==> config.mk <==
export PLATFORM = sky130hd
export DESIGN_NAME = bsr_meta_walker
export DESIGN_NICKNAME = d
export VERILOG_FILES = /design/src/rtl/bsr_meta_walker.sv
export SDC_FILE = /design/constraint.sdc
export NUM_CORES = 1
export LEC_CHECK = 0
export ABC_CLOCK_PERIOD_IN_PS = 4100
export CORE_MARGIN = 2
export CORE_UTILIZATION = 50
export DETAILED_ROUTE_END_ITERATION = 8
export PLACE_DENSITY = 0.84
export SETUP_SLACK_MARGIN = 0.05
export SLEW_MARGIN = 20
export SYNTH_ARGS = -nofsm -noshare
export SYNTH_HDL_FRONTEND = slang
export SYNTH_SLANG_ARGS = --single-unit
==> constraint.sdc <==
create_clock -name i_clk -period 4.1 [get_ports i_clk]
set_input_delay 0.82 -clock i_clk [delete_from_list [all_inputs] [get_ports i_clk]]
set_output_delay 0.82 -clock i_clk [all_outputs]
set_load 0.05 [all_outputs]
==> src/rtl/bsr_meta_walker.sv <==
// Purpose : walks BSR row_ptr/col_idx metadata BRAMs and emits one descriptor per non-zero 8x8 block.
// Latency : first descriptor 7 cycles after start; 3 cycles/descriptor steady state, +2 per row change or empty row.
// Backpr. : descriptor held stable and all BRAM reads paused while o_desc_valid && !i_desc_ready.
//
// Ports:
//   i_clk, i_rst_n               clock, synchronous active-low reset
//   i_start, i_num_block_rows    walk request and block-row count (sampled in IDLE only)
//   o_row_ptr_rd_en/_addr, i_row_ptr_data   row_ptr BRAM port (1-cycle read latency)
//   o_col_idx_rd_en/_addr, i_col_idx_data   col_idx BRAM port (1-cycle read latency)
//   o_desc_valid, i_desc_ready, o_desc_*    descriptor stream (valid/ready)
//   o_busy, o_done, o_err        walk status; o_err is sticky until the next accepted start
module bsr_meta_walker #(
    parameter int ROW_W = 16,
    parameter int IDX_W = 32,
    parameter int COL_W = 16
) (
    input  logic             i_clk,
    input  logic             i_rst_n,
    input  logic             i_start,
    input  logic [ROW_W-1:0] i_num_block_rows,
    output logic             o_row_ptr_rd_en,
    output logic [ROW_W-1:0] o_row_ptr_addr,
    input  logic [IDX_W-1:0] i_row_ptr_data,
    output logic             o_col_idx_rd_en,
    output logic [15:0]      o_col_idx_addr,
    input  logic [IDX_W-1:0] i_col_idx_data,
    output logic             o_desc_valid,
    input  logic             i_desc_ready,
    output logic [ROW_W-1:0] o_desc_row,
    output logic [IDX_W-1:0] o_desc_blk_idx,
    output logic [COL_W-1:0] o_desc_col,
    output logic             o_desc_last_in_row,
    output logic             o_busy,
    output logic             o_done,
    output logic             o_err
);

    typedef enum logic [3:0] {
        ST_IDLE,
        ST_RP0_REQ,
        ST_RP0_WAIT,
        ST_RP_REQ,
        ST_RP_WAIT,
        ST_CI_REQ,
        ST_CI_WAIT,
        ST_EMIT,
        ST_DONE
    } state_t;

    state_t           r_state;
    logic [ROW_W-1:0] r_nrows;
    logic [ROW_W-1:0] r_row;
    logic [IDX_W-1:0] r_k;
    logic [IDX_W-1:0] r_blk_start;
    logic [IDX_W-1:0] r_blk_end;
    logic [COL_W-1:0] r_col;
    logic             r_lir;
    logic             r_desc_vld;
    logic             r_rp_rd_en;
    logic [ROW_W-1:0] r_rp_addr;
    logic             r_ci_rd_en;
    logic [15:0]      r_ci_addr;
    logic             r_busy;
    logic             r_done;
    logic             r_err;

    logic [ROW_W-1:0] w_row_inc;
    logic [ROW_W-1:0] w_row_inc2;
    logic [IDX_W-1:0] w_k_inc;
    logic             w_last_row;
    logic             w_col_hi_err;
    logic             w_lir;
    logic             w_hs;

    assign w_row_inc    = r_row + ROW_W'(1);
    assign w_row_inc2   = r_row + ROW_W'(2);
    assign w_k_inc      = r_k + IDX_W'(1);
    assign w_last_row   = (r_row == r_nrows - ROW_W'(1));
    assign w_col_hi_err = |i_col_idx_data[IDX_W-1:COL_W];
    // Only evaluated once the row is known non-empty (blk_end > blk_start), so no underflow.
    assign w_lir        = (r_k == r_blk_end - IDX_W'(1));
    assign w_hs         = r_desc_vld && i_desc_ready;

    // Output registers are loaded together with the state they belong to, so a
    // read strobe/address is visible exactly while the FSM sits in the *_REQ state.
    always_ff @(posedge i_clk) begin
        if (!i_rst_n) begin
            r_state     <= ST_IDLE;
            r_nrows     <= '0;
            r_row       <= '0;
            r_k         <= '0;
            r_blk_start <= '0;
            r_blk_end   <= '0;
            r_col       <= '0;
            r_lir       <= 1'b0;
            r_desc_vld  <= 1'b0;
            r_rp_rd_en  <= 1'b0;
            r_rp_addr   <= '0;
            r_ci_rd_en  <= 1'b0;
            r_ci_addr   <= '0;
            r_busy      <= 1'b0;
            r_done      <= 1'b0;
            r_err       <= 1'b0;
        end else begin
            r_rp_rd_en <= 1'b0;
            r_rp_addr  <= '0;
            r_ci_rd_en <= 1'b0;
            r_ci_addr  <= '0;
            r_done     <= 1'b0;

            unique case (r_state)
                ST_IDLE: begin
                    if (i_start) begin
                        r_nrows <= i_num_block_rows;
                        r_err   <= 1'b0;
                        r_busy  <= 1'b1;
                        r_row   <= '0;
                        if (i_num_block_rows == '0) begin
                            r_state <= ST_DONE;
                            r_done  <= 1'b1;
                        end else begin
                            r_state    <= ST_RP0_REQ;
                            r_rp_rd_en <= 1'b1;
                        end
                    end
                end

                ST_RP0_REQ: r_state <= ST_RP0_WAIT;

                ST_RP0_WAIT: begin
                    r_blk_start <= i_row_ptr_data;
                    r_state     <= ST_RP_REQ;
                    r_rp_rd_en  <= 1'b1;
                    r_rp_addr   <= w_row_inc;
                end

                ST_RP_REQ: r_state <= ST_RP_WAIT;

                ST_RP_WAIT: begin
                    r_blk_end <= i_row_ptr_data;
                    if (i_row_ptr_data < r_blk_start) begin
                        r_err   <= 1'b1;
                        r_state <= ST_DONE;
                        r_done  <= 1'b1;
                    end else if (i_row_ptr_data == r_blk_start) begin
                        // Empty row: blk_start already equals the next row's start.
                        if (w_last_row) begin
                            r_state <= ST_DONE;
                            r_done  <= 1'b1;
                        end else begin
                            r_row      <= w_row_inc;
                            r_state    <= ST_RP_REQ;
                            r_rp_rd_en <= 1'b1;
                            r_rp_addr  <= w_row_inc2;
                        end
                    end else begin
                        r_k        <= r_blk_start;
                        r_state    <= ST_CI_REQ;
                        r_ci_rd_en <= 1'b1;
                        r_ci_addr  <= r_blk_start[15:0];
                    end
                end

                ST_CI_REQ: r_state <= ST_CI_WAIT;

                ST_CI_WAIT: begin
                    r_col <= i_col_idx_data[COL_W-1:0];
                    if (w_col_hi_err) begin
                        r_err   <= 1'b1;
                        r_state <= ST_DONE;
                        r_done  <= 1'b1;
                    end else begin
                        r_lir      <= w_lir;
                        r_desc_vld <= 1'b1;
                        r_state    <= ST_EMIT;
                    end
                end

                ST_EMIT: begin
                    if (w_hs) begin
                        r_desc_vld <= 1'b0;
                        if (!r_lir) begin
                            r_k        <= w_k_inc;
                            r_state    <= ST_CI_REQ;
                            r_ci_rd_en <= 1'b1;
                            r_ci_addr  <= w_k_inc[15:0];
                        end else if (w_last_row) begin
                            r_state <= ST_DONE;
                            r_done  <= 1'b1;
                        end else begin
                            r_blk_start <= r_blk_end;
                            r_row       <= w_row_inc;
                            r_state     <= ST_RP_REQ;
                            r_rp_rd_en  <= 1'b1;
                            r_rp_addr   <= w_row_inc2;
                        end
                    end
                end

                ST_DONE: begin
                    r_busy  <= 1'b0;
                    r_state <= ST_IDLE;
                end

                default: r_state <= ST_IDLE;
            endcase
        end
    end

    assign o_row_ptr_rd_en    = r_rp_rd_en;
    assign o_row_ptr_addr     = r_rp_addr;
    assign o_col_idx_rd_en    = r_ci_rd_en;
    assign o_col_idx_addr     = r_ci_addr;
    assign o_desc_valid       = r_desc_vld;
    assign o_desc_row         = r_row;
    assign o_desc_blk_idx     = r_k;
    assign o_desc_col         = r_col;
    assign o_desc_last_in_row = r_lir;
    assign o_busy             = r_busy;
    assign o_done             = r_done;
    assign o_err              = r_err;

endmodule

==> results of run 1 <==
cell type report:
cell class	instances	area (µm²)
tap	275	344
inverter	50	189
antenna	1	2.50
clock inverter	13	165
multi-input combinational	1097	6530
sequential	187	3740
fill	1804	7510
clock buffer	19	443
timing repair buffer	229	2230
placed cells by master (no fill, tap or decap), types with 14 or more instances in the layout:
cell type / count
a311oi_1: 14
dfxtp_1: 187
buf_4: 39
nand2_1: 292
nand4_1: 18
clkdlybuf4s50_1: 185
nand3_1: 72
xnor2_1: 48
clkbuf_16: 17
o21ai_0: 47
a21oi_1: 159
nor3_1: 33
ha_1: 37
or3_1: 14
xor2_1: 26
nor4_1: 20
inv_1: 49
nor2_1: 74
o221a_2: 39
logic make-up (layout without fill, tap and decap cells):
family          Yosys count  in the layout
other cells               0              1
simple gates            615            615
mux                       7              7
fa+ha+maj                37             37
flops                   187            187
buf+inv                 156            311
compound gates          364            364
xor+xnor                 74             74
sequential cells by signal, indices dropped and copies added (netlist names), 4 cells and up:
register	count
o_desc_blk_idx	32
r_state	4
r_blk_start	32
o_desc_col	16
o_col_idx_addr	16
r_blk_end	32
o_row_ptr_addr	16
o_desc_row	16
r_nrows	16
worst max-delay path, stage by stage (launching register included):
cell,delay (ns)
dfxtp_1,0.37
inv_1,0.08
ha_1,0.17
or4b_1,0.56
o41ai_1,0.41
o221a_2,0.27
a22o_1,0.17
nor4b_1,0.39
buf_4,0.20
a2111oi_0,0.08
buf_4,0.16
a21oi_1,0.35
nor2_1,0.11
nor3_1,0.21
power by group through the flow:
stage	sequential, mW	combinational, mW	clock (mW)
final	2.01	1.06	1.73
after global routing	2.02	1.16	1.80
after CTS	2.00	1.05	1.74
after detailed placement	2.05	1.04	0
after global placement	2.04	1.01	0
after floorplan	2.04	0.705	0
worst max-delay path by stage:
stage / to / slack [ns] / cells after the start
floorplan: o_desc_row[7] / 0.74 / 14
global placement: o_desc_row[9] / 0.24 / 11
detailed placement: o_desc_row[9] / 0.14 / 11
CTS: o_desc_row[2] / 0.51 / 13
global route: o_desc_row[3] / 0.19 / 12
finish: o_desc_row[2] / 0.47 / 13
routing by layer:
layer  part of all wire (%)  wire [µm]
met5                      0          0
met4                    2.3        760
met3                    8.4       2830
met2                     47      15900
met1                     42      14100
metrics by stage:
stage	power, mW	utilization (%)	worst slack [ns]	hold slack (ns)	area (µm²)
after detailed placement	3.08	61.6	0.137	0.446	13000
after global placement	3.05	61.6	0.241	0.441	13000
final	4.80	64.5	0.468	0.454	13600
after global routing	4.99	64.5	0.190	0.491	13600
after floorplan	2.75	-	0.741	0.444	10900
after CTS	4.79	64.5	0.505	0.455	13600
==> summary.txt, run 1 <==
status -> completed
Worst Hold Path EP -> o_desc_col[6]
commonest cells in the netlist -> nand2_1 (292), dfxtp_1 (187), a21oi_1 (159)
Crit. Startpoint -> r_nrows[0]
maxcap violations -> 0
CTS tree -> yes
crit-path max FO -> 6
CTS Hold Buffers Added -> 0
r2r worst-path depth -> 13
wire per inst -> 17.9 µm
Hold Crit Depth -> 2
Async SR Flop Fraction -> 0%
Remaining Overflow, GRT -> 0
first-pass GRT wire length -> 52300 µm
die area -> 22900 µm²
port buffer count -> 186
layout cells sized above 1 -> 8.84%
Detailed Routing Iterations Pass 1 -> 8
Die Wd -> 151 µm
Clock Sinks -> 187
mean area per synthesized cell -> 7.55 µm²
Yosys reg bits -> 187
initial antenna violation count -> 1
initial drt markers -> 1028
post-synth top area share -> 34.4%
Netlist cell types -> 72
sequential-to-total area share from yosys stat -> 34.4%
Post-Synth Simple-Gate Area -> 26.6%
most frequent cell after synthesis -> nand2_1
post_cts resized -> 0
largest net degree at the start of global routing -> 87
GR Util met2 -> 46.2%
Final ANT Viol Nets -> 0
DP Wirelength -> 23400 µm
max-slew violations -> 0
Max-slew headroom -> 38.0%
adder-cell share of the synthesized area -> 4.26%
Pint -> 3.36 mW
WP data required -> 4.44 ns
HP Start -> o_desc_col[6]
final setup vio count -> 0
area leader, netlist -> dfxtp_1
Clock Power Share -> 36.0%
Post-Synthesis Cell Area -> 10900 µm²
post-synthesis xor/xnor area fraction -> 5.96%
vias per inst -> 6.14
crit path time final -> 3.63 ns
core area -> 21200 µm²
syn nets -> 1561
VDD IR max -> 0.000288 V
Clk Latency, worst-skew pair -> 0.44 ns
Die H -> 151 µm
Bufs on Longest Clock Path -> 2
GR Layer Usage met3 -> 4.70%
TritonCTS Buffers -> 17
RR Endpoint -> o_desc_row[2]
Critical Path Sink Type -> flip-flop
DRC Markers -> 0
final clock skew -> 0.00912 ns
flop-to-flop setup slack -> 0.47 ns
maximum clock frequency -> 275 MHz
non-filler instance count after layout -> 1871
vias in the first global route -> 10300
Initial Util -> 51.4%
slew of the pin with the lowest slew margin -> 0.930 ns
main combinational cell family by area after synthesis -> simple AND/OR/NAND/NOR gates
Cells after DPL -> 1838
CP startpoint kind -> flip-flop
routed wire length -> 33500 µm
FF-to-FF Start -> r_nrows[0]
clock root buffer -> clkbuf_16
via count -> 11500
sequential share of power -> 41.9%
combinational share of power -> 22.2%
post-synthesis compound-gate area fraction -> 22.3%
type of the tightest min-delay check -> reg2reg
row count -> 53
Most used DFF post-synth -> dfxtp_1
Switch Pwr -> 1.45 mW
gr usage total -> 28.6%
Lkg Pwr -> 4.93 nW
GR Layer Usage met1 -> 38.4%
postcts setup bufs -> 0
Setup CP Type -> reg2reg
total number of H-tree levels -> 4
critical path arrival -> 3.98 ns
largest cells by area after synthesis -> dfxtp_1 (34%), nand2_1 (10%), a21oi_1 (7.3%)
EDFF count, synth -> 0
busiest grt layer -> met2
warnings from Yosys -> 0
Final Hold Viols -> 0
Nets -> 1703
Synth-to-Final Area Change -> 25.4%
Tcrit/Tclk final -> 88.6%
num ports -> 187
routability cong. -> 0.906
Power Density -> 352 nW/µm²
RSZ-0062 raised after global routing -> false
Sw Share -> 30.1%
Gate Count Post-Synth -> 1440
multiplexer area fraction after synthesis -> 0.667%
TNS Setup -> 0 ns
clock-pin slew on the worst setup and hold paths -> 0.07 ns
No activity file was read; power rests on OpenSTA's default activity.
==> run 2: changes to the inputs <==
--- a/config.mk
+++ b/config.mk
@@ -9,6 +9,7 @@
 export CORE_MARGIN = 2
 export CORE_UTILIZATION = 50
 export DETAILED_ROUTE_END_ITERATION = 8
+export HOLD_SLACK_MARGIN = 0.08
 export PLACE_DENSITY = 0.84
 export SETUP_SLACK_MARGIN = 0.05
 export SLEW_MARGIN = 20
==> results of run 2 <==
Same layout as run 1: the final DEF is identical, and so are final timing and power.
==> run 3: changes to the inputs <==
--- a/config.mk
+++ b/config.mk
@@ -6,11 +6,12 @@
 export NUM_CORES = 1
 export LEC_CHECK = 0
 export ABC_CLOCK_PERIOD_IN_PS = 4100
-export CORE_MARGIN = 2
-export CORE_UTILIZATION = 50
+export CAP_MARGIN = 30
+export CORE_MARGIN = 1
+export CORE_UTILIZATION = 44
 export DETAILED_ROUTE_END_ITERATION = 8
 export HOLD_SLACK_MARGIN = 0.08
-export PLACE_DENSITY = 0.84
+export PLACE_DENSITY = 0.76
 export SETUP_SLACK_MARGIN = 0.05
 export SLEW_MARGIN = 20
 export SYNTH_ARGS = -nofsm -noshare
==> summary.txt, run 3 (same netlist as run 1, synthesis figures left out) <==
initial antenna violation count -> 0 (was 1)
Pint -> 3.22 mW (was 3.36 mW)
num ports -> 187 (unchanged)
Nets -> 1713 (was 1703)
non-filler instance count after layout -> 1928 (was 1871)
TritonCTS Buffers -> 17 (unchanged)
sequential share of power -> 43.2% (was 41.9%)
combinational share of power -> 22.6% (was 22.2%)
Switch Pwr -> 1.43 mW (was 1.45 mW)
largest net degree at the start of global routing -> 70 (was 87)
Final ANT Viol Nets -> 0 (unchanged)
routed wire length -> 34000 µm (was 33500 µm)
setup ws final -> 0.413 ns (was 0.468 ns)
commonest non-fill, non-tap cell in the layout -> nand2_1 (unchanged)
CP startpoint kind -> flip-flop (unchanged)
Remaining Overflow, GRT -> 0 (unchanged)
first-pass GRT wire length -> 54600 µm (was 52300 µm)
Die Wd -> 159 µm (was 151 µm)
Die H -> 159 µm (was 151 µm)
RSZ-0062 raised after global routing -> false (unchanged)
GR Layer Usage met1 -> 35.7% (was 38.4%)
crit-path max FO -> 32 (was 6)
Detailed Routing Iterations Pass 1 -> 6 (was 8)
clock-pin slew on the worst setup and hold paths -> 0.07 ns (about the same)
crit path time final -> 3.69 ns (was 3.63 ns)
# diodes -> 0 (was 1)
Synth-to-Final Area Change -> 25.9% (was 25.4%)
Power Density -> 339 nW/µm² (was 352 nW/µm²)
slew of the pin with the lowest slew margin -> 0.809 ns (was 0.930 ns)
WP data required -> 4.42 ns (was 4.44 ns)
GR Layer Usage met3 -> 4.58% (was 4.70%)
CTS Hold Buffers Added -> 0 (unchanged)
Max-slew headroom -> 45.7% (was 38.0%)
Clock Power Share -> 34.1% (was 36.0%)
layout cells sized above 1 -> 9.16% (was 8.84%)
maximum clock frequency -> 271 MHz (was 275 MHz)
wire per inst -> 17.7 µm (was 17.9 µm)
status -> completed (unchanged)
gr usage total -> 26.5% (was 28.6%)
Cells after DPL -> 1897 (was 1838)
max-slew violations -> 0 (unchanged)
Sw Share -> 30.7% (was 30.1%)
clock root buffer -> clkbuf_16 (unchanged)
DRC Markers -> 0 (unchanged)
Final Hold Viols -> 0 (unchanged)
TNS Setup -> 0 ns (unchanged)
most frequent cells in the layout -> nand2_1 (292), dfxtp_1 (187), clkdlybuf4s50_1 (185) (unchanged)
Lkg Pwr -> 4.93 nW (about the same)
DP Wirelength -> 24400 µm (was 23400 µm)
Setup CP Type -> reg2reg (unchanged)
die area -> 25300 µm² (was 22900 µm²)
critical path arrival -> 4.01 ns (was 3.98 ns)
final clock skew -> 0.0126 ns (was 0.00912 ns)
Initial Util -> 44.9% (was 51.4%)
Clk Latency, worst-skew pair -> 0.44 ns (about the same)
Critical Path Sink Type -> flip-flop (unchanged)
final hold slack -> 0.453 ns (was 0.454 ns)
final setup vio count -> 0 (unchanged)
vias in the first global route -> 10500 (was 10300)
busiest grt layer -> met2 (unchanged)
Bufs on Longest Clock Path -> 2 (unchanged)
port buffer count -> 186 (unchanged)
core area -> 24200 µm² (was 21200 µm²)
total number of H-tree levels -> 4 (unchanged)
maxcap violations -> 0 (unchanged)
vias per inst -> 5.90 (was 6.14)
Final Cell Area -> 13700 µm² (was 13600 µm²)
Clock Sinks -> 187 (unchanged)
post_cts resized -> 0 (unchanged)
type of the tightest min-delay check -> reg2reg (unchanged)
routability cong. -> 0.929 (was 0.906)
GR Util met2 -> 41.8% (was 46.2%)
CTS tree -> yes (unchanged)
placed cell areas -> 13100 µm² (was 13000 µm²)
postcts setup bufs -> 0 (unchanged)
Tcrit/Tclk final -> 89.9% (was 88.6%)
VDD IR max -> 0.000299 V (was 0.000288 V)
pre-CTS worst setup slack -> 0.192 ns (was 0.137 ns)
via count -> 11400 (was 11500)
row count -> 57 (was 53)
initial drt markers -> 932 (was 1028)
run 3: power by group through the flow:
stage                     clock network (mW)  logic (mW)  registers [mW]
final                                   1.59        1.05            2.01
after global routing                    1.68        1.15            2.02
after CTS                               1.61        1.04            2.00
after detailed placement                   0        1.03            2.05
after global placement                     0        1.01            2.04
after floorplan                            0       0.705            2.04
run 3: cell type report:
class,instances,area [µm²]
Clock inverter,9,91.3
Timing Repair Buffer,239,2280
Multi-Input combinational cell,1097,6530
Tap cell,324,405
Clock buffer,22,454
Sequential cell,187,3740
Inverter,50,189
Fill cell,2250,10600
run 3: critical path: stages (launching register included):
cell and delay [ns]:
dfxtp_1 0.36, or4_1 0.64, or3_4 0.39, nor4_2 0.24
mux2i_1 0.13, or3_1 0.37, nor3_2 0.51, o21a_2 0.26
nor2_2 0.04, buf_4 0.27, o221a_2 0.33
run 3: worst paths after layout:
path	cells after the start	slack, ns	start	end
max	10	0.41	r_nrows[5]	r_blk_start[13]
max reg2reg	10	0.41	r_nrows[5]	r_blk_start[13]
min reg2reg	2	0.45	o_desc_col[9]	o_desc_col[9]
min	2	0.45	o_desc_col[9]	o_desc_col[9]
run 3: stage by stage:
stage	power (mW)	util, %
final	4.65	56.5
after global routing	4.85	56.5
after CTS	4.65	56.5
after detailed placement	3.08	54.2
after global placement	3.06	54.2
after floorplan	2.75	-
run 3: layer usage:
| metal | routed length (µm) | up-vias | part of all wire (%) |
|---|---|---|---|
| met5 | 0 | - | 0 |
| met4 | 938 | 0 | 2.8 |
| met2 | 15600 | 534 | 46 |
| met1 | 14900 | 5324 | 44 |
| li1 | - | 5449 | - |
| met3 | 2620 | 77 | 7.7 |
